`src/rtl/tpu_host_sequencer.sv`:
```
// tpu_host_sequencer: drives one 2x2 A/B job into the matrix controller's byte-serial
// load port, waits for done (with timeout), reads C back and returns it packed.
module tpu_host_sequencer #(
  parameter int DATA_W         = 8,
  parameter int TIMEOUT_CYCLES = 64
) (
  input  logic                clk,
  input  logic                rst,
  input  logic                cmd_valid,
  output logic                cmd_ready,
  input  logic [4*DATA_W-1:0] cmd_a,
  input  logic [4*DATA_W-1:0] cmd_b,
  output logic                res_valid,
  input  logic                res_ready,
  output logic [4*DATA_W-1:0] res_c,
  output logic                busy,
  output logic                timeout_err,
  output logic                load_en,
  output logic                load_sel_ab,
  output logic [1:0]          load_index,
  output logic [DATA_W-1:0]   load_data,
  output logic                output_en,
  output logic [1:0]          output_sel,
  input  logic [DATA_W-1:0]   out_data,
  input  logic                done
);
  localparam int TW = $clog2(TIMEOUT_CYCLES);
  localparam int CW = TW > 3 ? TW : 3;
  typedef enum logic [2:0] {IDLE, LOAD, WAIT_DONE, READ, RESP} state_t;
  state_t              state_q, state_d;
  logic [CW-1:0]       cnt_q, cnt_d;
  logic [8*DATA_W-1:0] ab_q, ab_d;
  logic [4*DATA_W-1:0] res_c_q, res_c_d;
  logic [DATA_W-1:0]   load_data_q, load_data_d;
  logic [1:0]          load_index_q, load_index_d, output_sel_q, output_sel_d;
  logic                load_en_q, load_en_d, load_sel_ab_q, load_sel_ab_d;
  logic                output_en_q, output_en_d, res_valid_q, res_valid_d;
  logic                busy_q, busy_d, timeout_err_q, timeout_err_d, accept;

  assign cmd_ready   = state_q == IDLE;
  assign accept      = cmd_ready && cmd_valid;
  assign res_valid   = res_valid_q;
  assign res_c       = res_c_q;
  assign busy        = busy_q;
  assign timeout_err = timeout_err_q;
  assign load_en     = load_en_q;
  assign load_sel_ab = load_sel_ab_q;
  assign load_index  = load_index_q;
  assign load_data   = load_data_q;
  assign output_en   = output_en_q;
  assign output_sel  = output_sel_q;

  always_ff @(posedge clk or posedge rst) begin
    if (rst) begin
      state_q       <= IDLE;
      cnt_q         <= '0;
      ab_q          <= '0;
      res_c_q       <= '0;
      load_data_q   <= '0;
      load_index_q  <= '0;
      output_sel_q  <= '0;
      load_en_q     <= 1'b0;
      load_sel_ab_q <= 1'b0;
      output_en_q   <= 1'b0;
      res_valid_q   <= 1'b0;
      busy_q        <= 1'b0;
      timeout_err_q <= 1'b0;
    end else begin
      state_q       <= state_d;
      cnt_q         <= cnt_d;
      ab_q          <= ab_d;
      res_c_q       <= res_c_d;
      load_data_q   <= load_data_d;
      load_index_q  <= load_index_d;
      output_sel_q  <= output_sel_d;
      load_en_q     <= load_en_d;
      load_sel_ab_q <= load_sel_ab_d;
      output_en_q   <= output_en_d;
      res_valid_q   <= res_valid_d;
      busy_q        <= busy_d;
      timeout_err_q <= timeout_err_d;
    end
  end

  // One counter serves load beats, the done timer and readout; it restarts on every state change.
  always_comb begin
    state_d = state_q;
    case (state_q)
      IDLE:      if (cmd_valid) state_d = LOAD;
      LOAD:      if (cnt_q[2:0] == 3'd7) state_d = WAIT_DONE;
      WAIT_DONE: state_d = done ? READ : (cnt_q == CW'(TIMEOUT_CYCLES - 1)) ? IDLE : WAIT_DONE;
      READ:      if (cnt_q[1:0] == 2'd3) state_d = RESP;
      RESP:      if (res_ready) state_d = IDLE;
      default:   state_d = IDLE;
    endcase
    cnt_d = (state_d == state_q && state_q != IDLE && state_q != RESP) ? cnt_q + 1'b1 : '0;
  end

  // Outputs are registered from the next state so beat 0 appears the cycle after accept.
  always_comb begin
    ab_d          = accept ? {cmd_b, cmd_a} : ab_q;
    load_en_d     = state_d == LOAD;
    load_sel_ab_d = load_en_d & cnt_d[2];
    load_index_d  = load_en_d ? cnt_d[1:0] : 2'b00;
    load_data_d   = load_en_d ? ab_d[DATA_W*int'(cnt_d[2:0]) +: DATA_W] : '0;
    output_en_d   = state_d == READ;
    output_sel_d  = output_en_d ? cnt_d[1:0] : 2'b00;
    res_valid_d   = state_d == RESP;
    busy_d        = state_d != IDLE;
    timeout_err_d = accept ? 1'b0 : (state_q == WAIT_DONE && state_d == IDLE) ? 1'b1 : timeout_err_q;
    res_c_d       = accept ? '0 : res_c_q;
    if (state_q == READ) res_c_d[DATA_W*int'(cnt_q[1:0]) +: DATA_W] = out_data;
  end
endmodule

```
`config.mk`:
```
export PLATFORM = sky130hd
export DESIGN_NAME = tpu_host_sequencer
export DESIGN_NICKNAME = d
export VERILOG_FILES = /design/src/rtl/tpu_host_sequencer.sv
export SDC_FILE = /design/constraint.sdc
export NUM_CORES = 1
export LEC_CHECK = 0
export CORE_UTILIZATION = 45
export DETAILED_ROUTE_END_ITERATION = 8
export PLACE_DENSITY = 0.73
export RECOVER_POWER = 25
export SETUP_SLACK_MARGIN = 0.4
export SLEW_MARGIN = 15
export SYNTH_ARGS = -nofsm -noshare
export SYNTH_HDL_FRONTEND = slang
export SYNTH_SLANG_ARGS = --single-unit
```
`constraint.sdc`:
```
create_clock -name clk -period 14.4 [get_ports clk]
set_input_delay 4.32 -clock clk [delete_from_list [all_inputs] [get_ports clk]]
set_output_delay 4.32 -clock clk [all_outputs]
set_load 0.02 [all_outputs]
```
=== After elaboration in Yosys (flattened, before gate mapping) ===
Index checks and enable logic that the tools add are counted.

* Add/subtract/negate cells: 2
* Eq/ne operators: 12
* Shift-type cells: 3
* Mux-type cells: 17
* Bitwise gates (word level): 1
* Reduce and logical (&&, ||, !) cells: 9

{| class="wikitable"
|+ Operators with widths
! kind !! number
|-
| $mux W32 || 2
|-
| $mux W64 || 1
|-
| $shiftx A64 B7 Y8 || 1
|-
| $neg A5 Y33 || 1
|-
| $shift A8 B33 Y32 const A || 1
|-
| $shiftx A8 B33 Y32 || 1
|-
| $bwmux W32 || 1
|-
| $pmux W3 S5 || 1
|-
| $mux W3 || 4
|-
| $eq A3 B2 Y1 const B || 3
|-
| $eq A3 B3 Y1 const B || 3
|-
| $mux W2 || 4
|-
| $mux W8 || 1
|-
| $add A6 B1 Y6 const B || 1
|-
| $eq A3 B1 Y1 const B || 2
|-
| $eq A6 B6 Y1 const B || 1
|-
| $logic_not A3 Y1 || 2
|-
| $mux W6 || 1
|-
| $reduce_bool A3 Y1 || 2
|-
| $logic_and A1 B1 Y1 || 4
|-
| $eq A3 B3 Y1 || 1
|-
| $ne A3 B3 Y1 const B || 1
|-
| $eq A2 B2 Y1 const B || 1
|-
| $mux W1 || 2
|-
| other kinds (2) || 2
|}

* Flip-flop bits (word level): 123
* Input port bits: 77
* Output and inout port bits: 51
* Logic and storage cells: 57

=== Depth between registers and ports, before layout ===
Gate-level depths: netlist of run 1.

* Word-level depth: 10
* Mapped depth: 10
* Gate-level depth less buffers: 7

=== Worst setup path before layout of run 1 ===
No wires, ideal clock.

* Path type: input-to-reg
* From: in cmd_valid
* To: reg load_data_q[5], in the netlist load_data[5]
* Setup time: 0.130 ns
* Arrival time: 5.669 ns
* Required time: 14.270 ns
* Slack: 8.601 ns
* Cell stages on the path: 7
* Path buffers: 2
* Cells stage by stage: nor4b_4 -> buf_6 -> buf_4 -> mux2_2 -> or2_2 -> a21oi_1 -> o22ai_1

* Elaborated cells on any way between the ends: 11
* Classes of those cells: 2 x eq/ne; 1 x shift; 5 x mux; 3 x reduce/logical

{| class="wikitable"
|+ RTL lines
! what !! RTL line !! RTL
|-
| start: declaration || 9 || <nowiki>input logic cmd_valid,</nowiki>
|-
| $logic_and A1 B1 Y1 || 41 || <nowiki>assign accept = cmd_ready && cmd_valid;</nowiki>
|-
| $mux W64 || 101 || <nowiki>ab_d = accept ? {cmd_b, cmd_a} : ab_q;</nowiki>
|-
| via ab_d[5] || 32 || <nowiki>logic [8*DATA_W-1:0] ab_q, ab_d;</nowiki>
|-
| $shiftx A64 B7 Y8 || 105 || <nowiki>load_data_d = load_en_d ? ab_d[DATA_W*int'(cnt_d[2:0]) +: DATA_W] : '0;</nowiki>
|-
| $mux W8 || 105 ||
|-
| via load_data_d[5] || 34 || <nowiki>logic [DATA_W-1:0] load_data_q, load_data_d;</nowiki>
|-
| end signal: assignment || 73 || <nowiki>load_data_q <= load_data_d;</nowiki>
|-
| end: declaration || 34 ||
|}

The timed path passes the listed nets, and every way through them passes these cells.
A chain may end at the register's enable or synchronous reset.

=== Worst setup path in the final report of run 1 ===
* From: in cmd_valid
* To: reg load_data_q[1], in the netlist load_data[1]

* Longest elaborated chain between the ends: 8
* Elaborated cells on any way between the ends: 11
* Classes of those cells: 2 x eq/ne; 1 x shift; 5 x mux; 3 x reduce/logical

{| class="wikitable"
|+ RTL lines
! what !! RTL line !! RTL
|-
| $mux W3 || 89 || <nowiki>IDLE: if (cmd_valid) state_d = LOAD;</nowiki>
|-
| $pmux W3 S5 || 88 || <nowiki>case (state_q)</nowiki>
|-
| $eq A3 B3 Y1 || 96 || <nowiki>cnt_d = (state_d == state_q && state_q != IDLE && state_q != RESP) ? cnt_q + 1'b1 : '0;</nowiki>
|-
| $logic_and A1 B1 Y1 (2 in a row) || 96 ||
|-
| $mux W6 || 96 ||
|-
| $shiftx A64 B7 Y8 || 105 ||
|-
| $mux W8 * || 105 ||
|-
| via load_data_d[1] || 34 ||
|}

The timed path passes the listed nets; every way through them passes the cells marked *.

==> flow_summary_export.csv, run 1 <==
group,metric,value,unit
routing,post_drt_via_cell_ratio,5.404,
synth,yosys.area.top_type,"dfrtp_1",
routing,wl_per_cell,17.96,um
clocking,cts_setup_buffers,0,
sta,fmax,147.8,MHz
synth,synth_nets,570,
synth,ys_seq_area_frac,0.5553,
routing,dr.pass1.iters,4,
global_routing,grt_overflow,0,
routing,initialDrtViolationCount,193,
floorplanning,core_region_area,12010,um2
worst_setup_path,cp-start-kind,"input pin",
synth,yosysUniqueCellTypes,48,
pwr,power_density,213.8,nW/um2
floorplanning,io_pins,128,
synth,synth_edf_count,0,
clocking,cts_buffers,17,
sta,maxSlewViolCount,45,
sta,clock_skew,6.247,ps
synth,synth_ff_type,"dfrtp_1",
layout,diodes,0,
place,dp_hpwl,9.200,mm
clocking,clk_pin_slew,50,ps
global_routing,grt_pass1_wl,22.28,mm
routing,vias,4129,
synth,synth-async-reset-ratio,1.000,
pwr,power_frac_clock,0.232,
floorplanning,row_count,40,
clocking,worstSkewPairLatency,410,ps
worst_setup_path,crit_arrival,7040,ps
floorplanning,chipWidth,113.0,um
layout,drive_gt1_frac,0.1426,
clocking,post_cts_resized,0,
status,status,"finished, violations left",
synth,synth_area,5543,um2
pwr,leakage,3.112,nW
synth,synth.avg_cell_area,11.40,um2
global_routing,first_global_vias,4415,
layout,area_growth_syn_to_layout,32.73,%
pwr,share_seq_of_total_power,0.342,
run,max_cap_viol_count,1,
floorplanning,die_area,12770,um2
pwr,ir_drop,81.88,uV
clocking,clock_sinks,123,
sta,finalCriticalPeriod,6766,ps
global_routing,antenna_found_initial,0,
sta,worst_slack,7634,ps
synth,synth_warnings,0,
clocking,cts_tree,"built",
floorplanning,start_util,0.4615,
synth,synthTopCellsByArea,"dfrtp_1, mux2_2, nand2_1",
clocking,cts_hold_buf,0,
floorplanning,die_y,113.0,um
pwr,switchingPower,0.5740,mW
pwr,share_comb_of_total_power,0.427,
synth,synth_cells,486,
global_routing,grt_usage,0.2282,
routing,drt_wl_total,13.72,mm
worst_setup_path,worstPathRequired,14670,ps
pwr,swShare,0.3649,
global_routing,grt_max_degree,81,
sta,slew_headroom,-0.2754,
layout,nets,689,
sta,hold_viol,0,
synth,netlist.area_leader.share,0.5553,
sta,setup_viol,0,
synth,ys_seq_elements,123,
hold_path,hold_class,"reg2reg",
place,place.gp.congestion,0.7927,
clocking,cts-root-buf,"clkbuf_16",
pwr,internal_power,0.9989,mW
sta,timing.final.crit_share,0.4698,
clocking,cts_max_level,4,
worst_setup_path,end_kind,"flip-flop",
routing,drc,0,
place,io_buffers,127,
routing,ant_nets,0,
sta,worstMarginPinSlew,1903,ps
clocking,ctsLongestPathBuffers,2,
worst_setup_path,cp_max_fo,74,
sta,tns,0,ps
place,pre_cts_ws,7275,ps
sta,grt_setup_unrepaired,"false",
status,violations,"capacitance limit, slew limit",
worst_setup_path,worstSetupPathType,"in2reg",
stage by stage:
step / util / instance area [um2] / power (mW) / std cells / hold slack [ps]
floorplan: - / 5543 / 1.010 / 486 / 440.1
global placement: 0.5706 / 6854 / 1.196 / 733 / 453.9
detailed placement: 0.5706 / 6854 / 1.217 / 733 / 458.2
CTS: 0.6126 / 7358 / 1.586 / 764 / 471.4
global route: 0.6125 / 7357 / 1.674 / 764 / 493.1
finish: 0.6125 / 7357 / 1.573 / 764 / 472.2
cells in the mapped netlist (2+ instances only):
master	instances
ha_1	7
dfrtp_1	123
a22o_1	14
nand3_1	23
a21o_1	2
nor2_1	20
nand4_1	10
o32a_1	7
buf_4	4
nand2b_1	3
mux2_1	5
mux2_2	45
and2_1	4
nor3_1	17
a21oi_1	12
o31a_1	7
nand2_1	44
inv_1	21
or2_2	8
o21ai_0	27
and3_1	5
mux2i_1	14
nand4b_1	2
buf_6	5
o22ai_1	7
o31ai_1	2
and4_1	7
buf_2	6
xor2_1	2
clkbuf_1	14
buf_1	2
power by group through the flow:
| stage | Sequential [mW] | Clock, mW | Combinational [mW] |
|---|---|---|---|
| after detailed placement | 0.543 | 0 | 0.674 |
| after global placement | 0.539 | 0 | 0.657 |
| after floorplan | 0.555 | 0 | 0.456 |
| final | 0.537 | 0.365 | 0.671 |
| after CTS | 0.540 | 0.368 | 0.679 |
| after global routing | 0.554 | 0.386 | 0.734 |
worst max-delay path, cell delays in order:
cell and delay [ps]:
dlygate4sd3_1 590, nor4b_4 200, buf_4 770, mux4_2 590, o21ba_2 220, o221ai_1 180
nand4_1 130
flip-flops by register name (all words and copies together), names as in the netlist, 2 cells and up:
register and flops:
res_c 32, state_q 3, ab_q 64, output_sel 2, load_data 8, cnt_q 6, load_index 2
area by class of cell:
cell class / instances / area, um2
Fill cell: 991 / 4654
Sequential cell: 123 / 3078
Multi-Input combinational cell: 311 / 2210
Timing Repair Buffer: 131 / 1301
Clock buffer: 22 / 454.2
Tap cell: 147 / 183.9
Inverter: 21 / 80.08
Clock inverter: 9 / 50.05
layer usage:
layer / vias up / track usage / share of wire
met1: 2005 / 0.2954 / 0.45
met2: 138 / 0.3617 / 0.46
met4: 0 / 0.06404 / 0.014
li1: 1970 / - / -
met3: 16 / 0.08463 / 0.077
met5: - / 0 / 0
final timing paths:
path / slack [ps] / end / cells past startpoint / startpoint
min in group asynchronous: 4850 / output_sel[0] / 2 / rst
min: 470 / ab_q[25] / 2 / ab_q[25]
min reg2reg: 470 / ab_q[25] / 2 / ab_q[25]
max: 7630 / load_data[1] / 7 / cmd_valid
max reg2reg: 10800 / res_c[22] / 6 / cnt_q[0]
max in group asynchronous: 7830 / load_en / 3 / rst
placed cells by master (no fill, tap or decap), types with 2 or more instances in the layout:
cell	n
a21o_1	2
a21oi_1	12
a22o_1	14
and2_1	4
and3_1	5
and4_1	7
buf_4	4
clkbuf_1	4
clkbuf_16	17
clkdlybuf4s50_1	118
clkinv_2	7
clkinvlp_4	2
dfrtp_1	123
dlygate4sd3_1	9
ha_1	7
inv_1	20
mux2_1	6
mux2_2	44
mux2i_1	14
nand2_1	44
nand2b_1	3
nand3_1	23
nand4_1	10
nand4b_1	2
nor2_1	20
nor3_1	17
o21ai_0	27
o22ai_1	7
o31a_1	7
o31ai_1	2
o32a_1	7
or2_2	8
xor2_1	2
logic make-up after synthesis:
group,after synthesis,share of synthesized area
AO/OA/AOI/OAI,85,0.1054
XOR/XNOR,3,0.004741
adder cells (fa/ha/maj),7,0.01580
buffers and inverters,52,0.04605
flip-flops,123,0.5553
multiplexers,65,0.1309
AND/OR/NAND/NOR,151,0.1418
No activity file was read; power rests on OpenSTA's default activity.
==> run 2: changes to the inputs <==
==> constraint.sdc (replaced) <==
create_clock -name clk -period 6.3 [get_ports clk]
set_input_delay 1.89 -clock clk [delete_from_list [all_inputs] [get_ports clk]]
set_output_delay 1.89 -clock clk [all_outputs]
set_load 0.02 [all_outputs]
==> flow_summary_export.csv, run 2 (same netlist as run 1, synthesis figures left out) <==
group,metric,value,unit
status,status,"complete, no violations",
routing,initialDrtViolationCount,172,
floorplanning,row_count,40,
worst_setup_path,worstPathRequired,6620,ps
place,dp_cells,733,
worst_setup_path,crit_arrival,4160,ps
floorplanning,io_pins,128,
sta,clock_skew,5.694,ps
routing,ant_nets,0,
layout,final_cells,765,
layout,multi_input_area,2210,um2
layout,nets,689,
worst_setup_path,max_stage_delay,650,ps
place,io_buffers,127,
sta,setup_viol,0,
sta,fmax,260.5,MHz
sta,finalCriticalPeriod,3839,ps
floorplanning,chipWidth,113.0,um
clocking,cts_hold_buf,0,
clocking,cts_tree,"built",
place,dp_hpwl,9.169,mm
global_routing,antenna_found_initial,1,
worst_setup_path,crit_chain,"dlygate4sd3_1, nand4b_1, o2111a_1, and3_1, nand2_1, o22ai_1",
routing,wl_per_cell,18.01,um
global_routing,first_global_vias,4428,
layout,fin_util,0.6257,
worst_setup_path,startpoint,"done",
sta,timing.final.crit_share,0.6094,
layout,final_common_cell,"clkdlybuf4s50_1",
layout,regArea,3078,um2
layout,fill_cells,986,
global_routing,grt_max_degree,89,
routing,drt_wl_total,13.78,mm
worst_setup_path,crit_family,"compound AO/OA/AOI/OAI gates",
clocking,cts_buffers,17,
pwr,ir_drop,176.6,uV
hold_path,hp-start,"ab_q[17]",
worst_setup_path,cp-start-kind,"input pin",
clocking,ctsLongestPathBuffers,2,
floorplanning,start_util,0.4615,
clocking,cts-root-buf,"clkbuf_16",
layout,largest_reg_flops,64,
clocking,worstSkewPairLatency,420,ps
sta,worstMarginPinSlew,1036,ps
layout,final_cell_mix,"clkdlybuf4s50_1, dfrtp_1, mux2_2, nand2_1, o21ai_0",
routing,vias,4260,
routing,drc,0,
layout,area_growth_syn_to_layout,35.60,%
worst_setup_path,crit_buf_inv,1,
floorplanning,die_y,113.0,um
routing,post_drt_via_cell_ratio,5.569,
sta,slew_headroom,0.3083,
clocking,cts_setup_buffers,0,
routing,dr.pass1.iters,4,
clocking,clk_pin_slew,50,ps
sta,tns,0,ps
sta,grt_setup_unrepaired,"false",
sta,maxSlewViolCount,0,
clocking,cts_max_level,4,
layout,fin_area,7516,um2
global_routing,grt_pass1_wl,22.26,mm
sta,hold_viol,0,
pwr,power_density,508.5,nW/um2
sta,worst_slack,2461,ps
place,place.gp.congestion,0.7957,
global_routing,grt_usage,0.2301,
clocking,post_cts_resized,0,
layout,diodes,0,
layout,regMostFlops,"ab_q",
floorplanning,core_region_area,12010,um2
run,max_cap_viol_count,0,
hold_path,hold_class,"reg2reg",
floorplanning,die_area,12770,um2
worst_setup_path,worstSetupPathType,"in2reg",
worst_setup_path,r2r_start,"cnt_q[0]",
clocking,clock_sinks,123,
worst_setup_path,cp_max_fo,18,
place,pre_cts_ws,2043,ps
place,dpl_cell_area,6867,um2
pwr,leakage,3.178,nW
layout,drive_gt1_frac,0.1505,
worst_setup_path,cp_slowest_cell,"o2111a_1",
global_routing,grt_overflow,0,
worst_setup_path,end_kind,"flip-flop",
## run 2: cell count changes in the layout (fill, tap and decap cells not counted), sizes merged
cell,previous run,this run
clkdlybuf4s50,118,124
bufinv,0,4
inv,20,21
clkinvlp,3,2
clkinv,7,4
dlygate4sd3,9,3
## run 2: where the power goes
part | leakage, nW | switching (mW) | internal [mW]
clock | 0.312 | 0.350 | 0.704
combinational | 1.32 | 0.843 | 0.695
sequential | 1.55 | 0.138 | 1.09
## run 2: worst register-to-register path, cell delays in order, from the launching register on
cell	delay, ps
dfrtp_1	920
inv_1	150
ha_1	650
inv_1	600
nor3_1	840
nand2_1	130
o21ai_0	210
## run 2: path summary, 6_finish.rpt
| kind | depth (start not counted) | slack (ps) | endpoint |
|---|---|---|---|
| setup / recovery | 6 | 2460 | load_data[7] |
| hold / removal | 2 | 470 | ab_q[17] |
| setup reg to reg | 6 | 2710 | res_c[19] |
| hold reg to reg | 2 | 470 | ab_q[17] |
| max in group asynchronous | 3 | 3200 | res_c[18] |
| min in group asynchronous | 2 | 2110 | state_q[1] |
## run 2: per-stage QoR
stage	total power [mW]	hold WS (ps)
finish	3.821	474.6
global route	4.054	503.0
CTS	3.840	474.8
detailed placement	2.778	462.6
global placement	2.736	454.2
floorplan	2.310	440.1
## run 2: routing by layer
layer	GRT usage	share of wire	vias up
li1	-	-	1968
met1	0.2922	0.43	2109
met2	0.3708	0.47	156
met3	0.07981	0.085	27
met4	0.07456	0.017	0
met5	0	0	-
## run 2: layout make-up
| cell class | instances | share of cell area |
|---|---|---|
| clock buffers | 22 | 0.06442 |
| inverters | 21 | 0.01115 |
| well taps | 147 | 0.02447 |
| multi-input cells | 311 | 0.2940 |
| repair buffers | 131 | 0.1748 |
| clock inverters | 10 | 0.02164 |
| flip-flops and latches | 123 | 0.4095 |
==> run 3: changes to the inputs <==
--- a/config.mk
+++ b/config.mk
@@ -7,7 +7,7 @@
 export LEC_CHECK = 0
 export CORE_UTILIZATION = 45
 export DETAILED_ROUTE_END_ITERATION = 8
-export PLACE_DENSITY = 0.73
+export PLACE_DENSITY = 0.76
 export RECOVER_POWER = 25
 export SETUP_SLACK_MARGIN = 0.4
 export SLEW_MARGIN = 15
==> constraint.sdc (replaced) <==
create_clock -name clk -period 3.1 [get_ports clk]
set_input_delay 0.93 -clock clk [delete_from_list [all_inputs] [get_ports clk]]
set_output_delay 0.93 -clock clk [all_outputs]
set_load 0.02 [all_outputs]
==> flow_summary_export.csv, run 3 (same netlist as run 1, synthesis figures left out) <==
group,metric,value,unit
status,status,"complete, no violations",
global_routing,grt_usage,0.2346,
sta,fmax,379.5,MHz
sta,tns,0,ps
pwr,power.total,8.252,mW
sta,hold_viol,0,
worst_setup_path,regToRegEndpoint,"res_c[14]",
routing,vias,4394,
global_routing,antenna_found_initial,0,
pwr,switchingPower,2.864,mW
sta,timing.final.crit_share,0.8501,
sta,finalCriticalPeriod,2635,ps
hold_path,hold_class,"reg2reg",
clocking,ctsLongestPathBuffers,2,
worst_setup_path,worstSetupPathType,"in2reg",
worst_setup_path,crit_arrival,2920,ps
sta,grt_setup_unrepaired,"true",
routing,initialDrtViolationCount,182,
sta,clock_skew,6.855,ps
run,max_cap_viol_count,0,
layout,area_growth_syn_to_layout,41.13,%
layout,largest_reg_flops,64,
clocking,cts_buffers,17,
layout,fin_util,0.6513,
floorplanning,row_count,40,
sta,setup_viol,0,
worst_setup_path,cp_slowest_cell,"clkdlybuf4s50_1",
worst_setup_path,r2r_slack,540,ps
clocking,cts_max_level,4,
routing,dr.pass1.iters,6,
layout,fill_cells,904,
layout,final_common_cell,"clkdlybuf4s50_1",
layout,final_cell_mix,"clkdlybuf4s50_1, dfrtp_1, mux2_2, nand2_1, o21ai_0",
worst_setup_path,cp_max_fo,14,
sta,worst_slack,464.6,ps
pwr,internal_power,5.388,mW
layout,diodes,0,
hold_path,hp-start,"ab_q[14]",
global_routing,grt_pass1_wl,22.94,mm
worst_setup_path,cp-start-kind,"input pin",
routing,ant_nets,0,
clocking,worstSkewPairLatency,420,ps
pwr,share_comb_of_total_power,0.415,
worst_setup_path,max_stage_delay,480,ps
pwr,swShare,0.3471,
worst_setup_path,crit_chain,"clkdlybuf4s50_1, nor4b_4, buf_6, buf_12, buf_4, mux2_2, nor3_1, o31a_1, o22ai_1",
sta,worstMarginPinSlew,740.0,ps
floorplanning,chipWidth,113.0,um
hold_path,hold_end,"ab_q[14]",
layout,drive_gt1_frac,0.1906,
floorplanning,die_y,113.0,um
routing,post_drt_via_cell_ratio,5.619,
worst_setup_path,worstRegToRegCells,6,
pwr,power_frac_clock,0.283,
pwr,power_density,1055,nW/um2
floorplanning,io_pins,128,
layout,regMostFlops,"ab_q",
place,pre_cts_ws,-63.51,ps
pwr,ir_drop,453.4,uV
sta,maxSlewViolCount,0,
worst_setup_path,end_kind,"flip-flop",
floorplanning,start_util,0.4615,
hold_path,hold_depth,2,
global_routing,grt_overflow,0,
clocking,clk_pin_slew,60,ps
worst_setup_path,worstPathRequired,3380,ps
worst_setup_path,crit_buf_inv,4,
place,place.gp.congestion,0.8254,
layout,nets,706,
routing,drt_wl_total,14.65,mm
clocking,cts_tree,"built",
worst_setup_path,r2r_start,"cnt_q[0]",
routing,drc,0,
sta,timing.hold.ws,479.5,ps
pwr,leakage,3.314,nW
place,dp_hpwl,9.442,mm
sta,slew_headroom,0.5026,
routing,wl_per_cell,18.73,um
worst_setup_path,crit_family,"buffers and inverters",
global_routing,first_global_vias,4545,
global_routing,grt_max_degree,124,
floorplanning,die_area,12770,um2
clocking,cts-root-buf,"clkbuf_16",
place,io_buffers,127,
clocking,clock_sinks,123,
floorplanning,core_region_area,12010,um2
pwr,share_seq_of_total_power,0.302,
==> run 3: changes by cell type in the layout (fill, tap and decap cells not counted), moves of 2 or more <==
cell / delta
buf_4: +11
clkbuf_8: -4
nor3_1: -4
nor3_2: +4
bufinv_16: +3
clkinv_4: +3
a21oi_1: -2
a21oi_2: +2
buf_12: +2
clkbuf_16: +2
==> run 3: power by group through the flow <==
stage                     registers, mW  clock network [mW]  logic [mW]
after CTS                          2.48                2.36        3.33
after detailed placement           2.50                   0        3.25
after floorplan                    2.58                   0        2.12
after global placement             2.48                   0        3.16
final                              2.49                2.33        3.43
after global routing               2.55                2.43        3.72
==> run 3: how the worst max path moves through the flow <==
stage               cells after the start  slack (ps)            to  startpoint
detailed placement                      7         -60  load_data[5]   cmd_valid
finish                                  9         460  load_data[7]   cmd_valid
floorplan                              10         580  load_data[0]    cnt_q[0]
global placement                        7         -40  load_data[5]   cmd_valid
global route                            9         360  load_data[7]   cmd_valid
CTS                                     8         420  load_data[5]   cmd_valid
==> run 3: per-stage QoR <==
stage	area, um2	std cells
floorplan	5547	486
global placement	6970	745
detailed placement	6970	745
CTS	7716	779
global route	7823	782
finish	7823	782
==> run 3: repair_timing <==
| action | 4_1_cts | 5_1_grt |
|---|---|---|
| gates cloned | 1 | 2 |
| setup buffers | 1 | 1 |
| hold endpoints to repair | 0 | 0 |
| hold buffers | 0 | 0 |
| resized for setup | 4 | 11 |
| setup endpoints to repair | 20 | 14 |
==> run 3: worst min-delay path, stage by stage, from the launching register on <==
cell and delay, ps:
dfrtp_1 320, mux2i_1 80, inv_1 50
==> run 3: area by class of cell <==
| class | instances | area [um2] | area share |
|---|---|---|---|
| Sequential cell | 123 | 3079 | 0.3936 |
| Clock inverter | 14 | 267.8 | 0.03423 |
| Clock buffer | 18 | 429.2 | 0.05486 |
| Timing Repair Buffer | 148 | 1524 | 0.1948 |
| Multi-Input combinational cell | 311 | 2255 | 0.2882 |
| Inverter | 21 | 83.83 | 0.01072 |
| Tap cell | 147 | 183.9 | 0.02351 |
==> run 3: routing by layer <==
| metal | global-route usage | part of all wire |
|---|---|---|
| met5 | 0 | 0 |
| met4 | 0.08509 | 0.019 |
| met3 | 0.07070 | 0.066 |
| met2 | 0.3881 | 0.50 |
| met1 | 0.2927 | 0.42 |
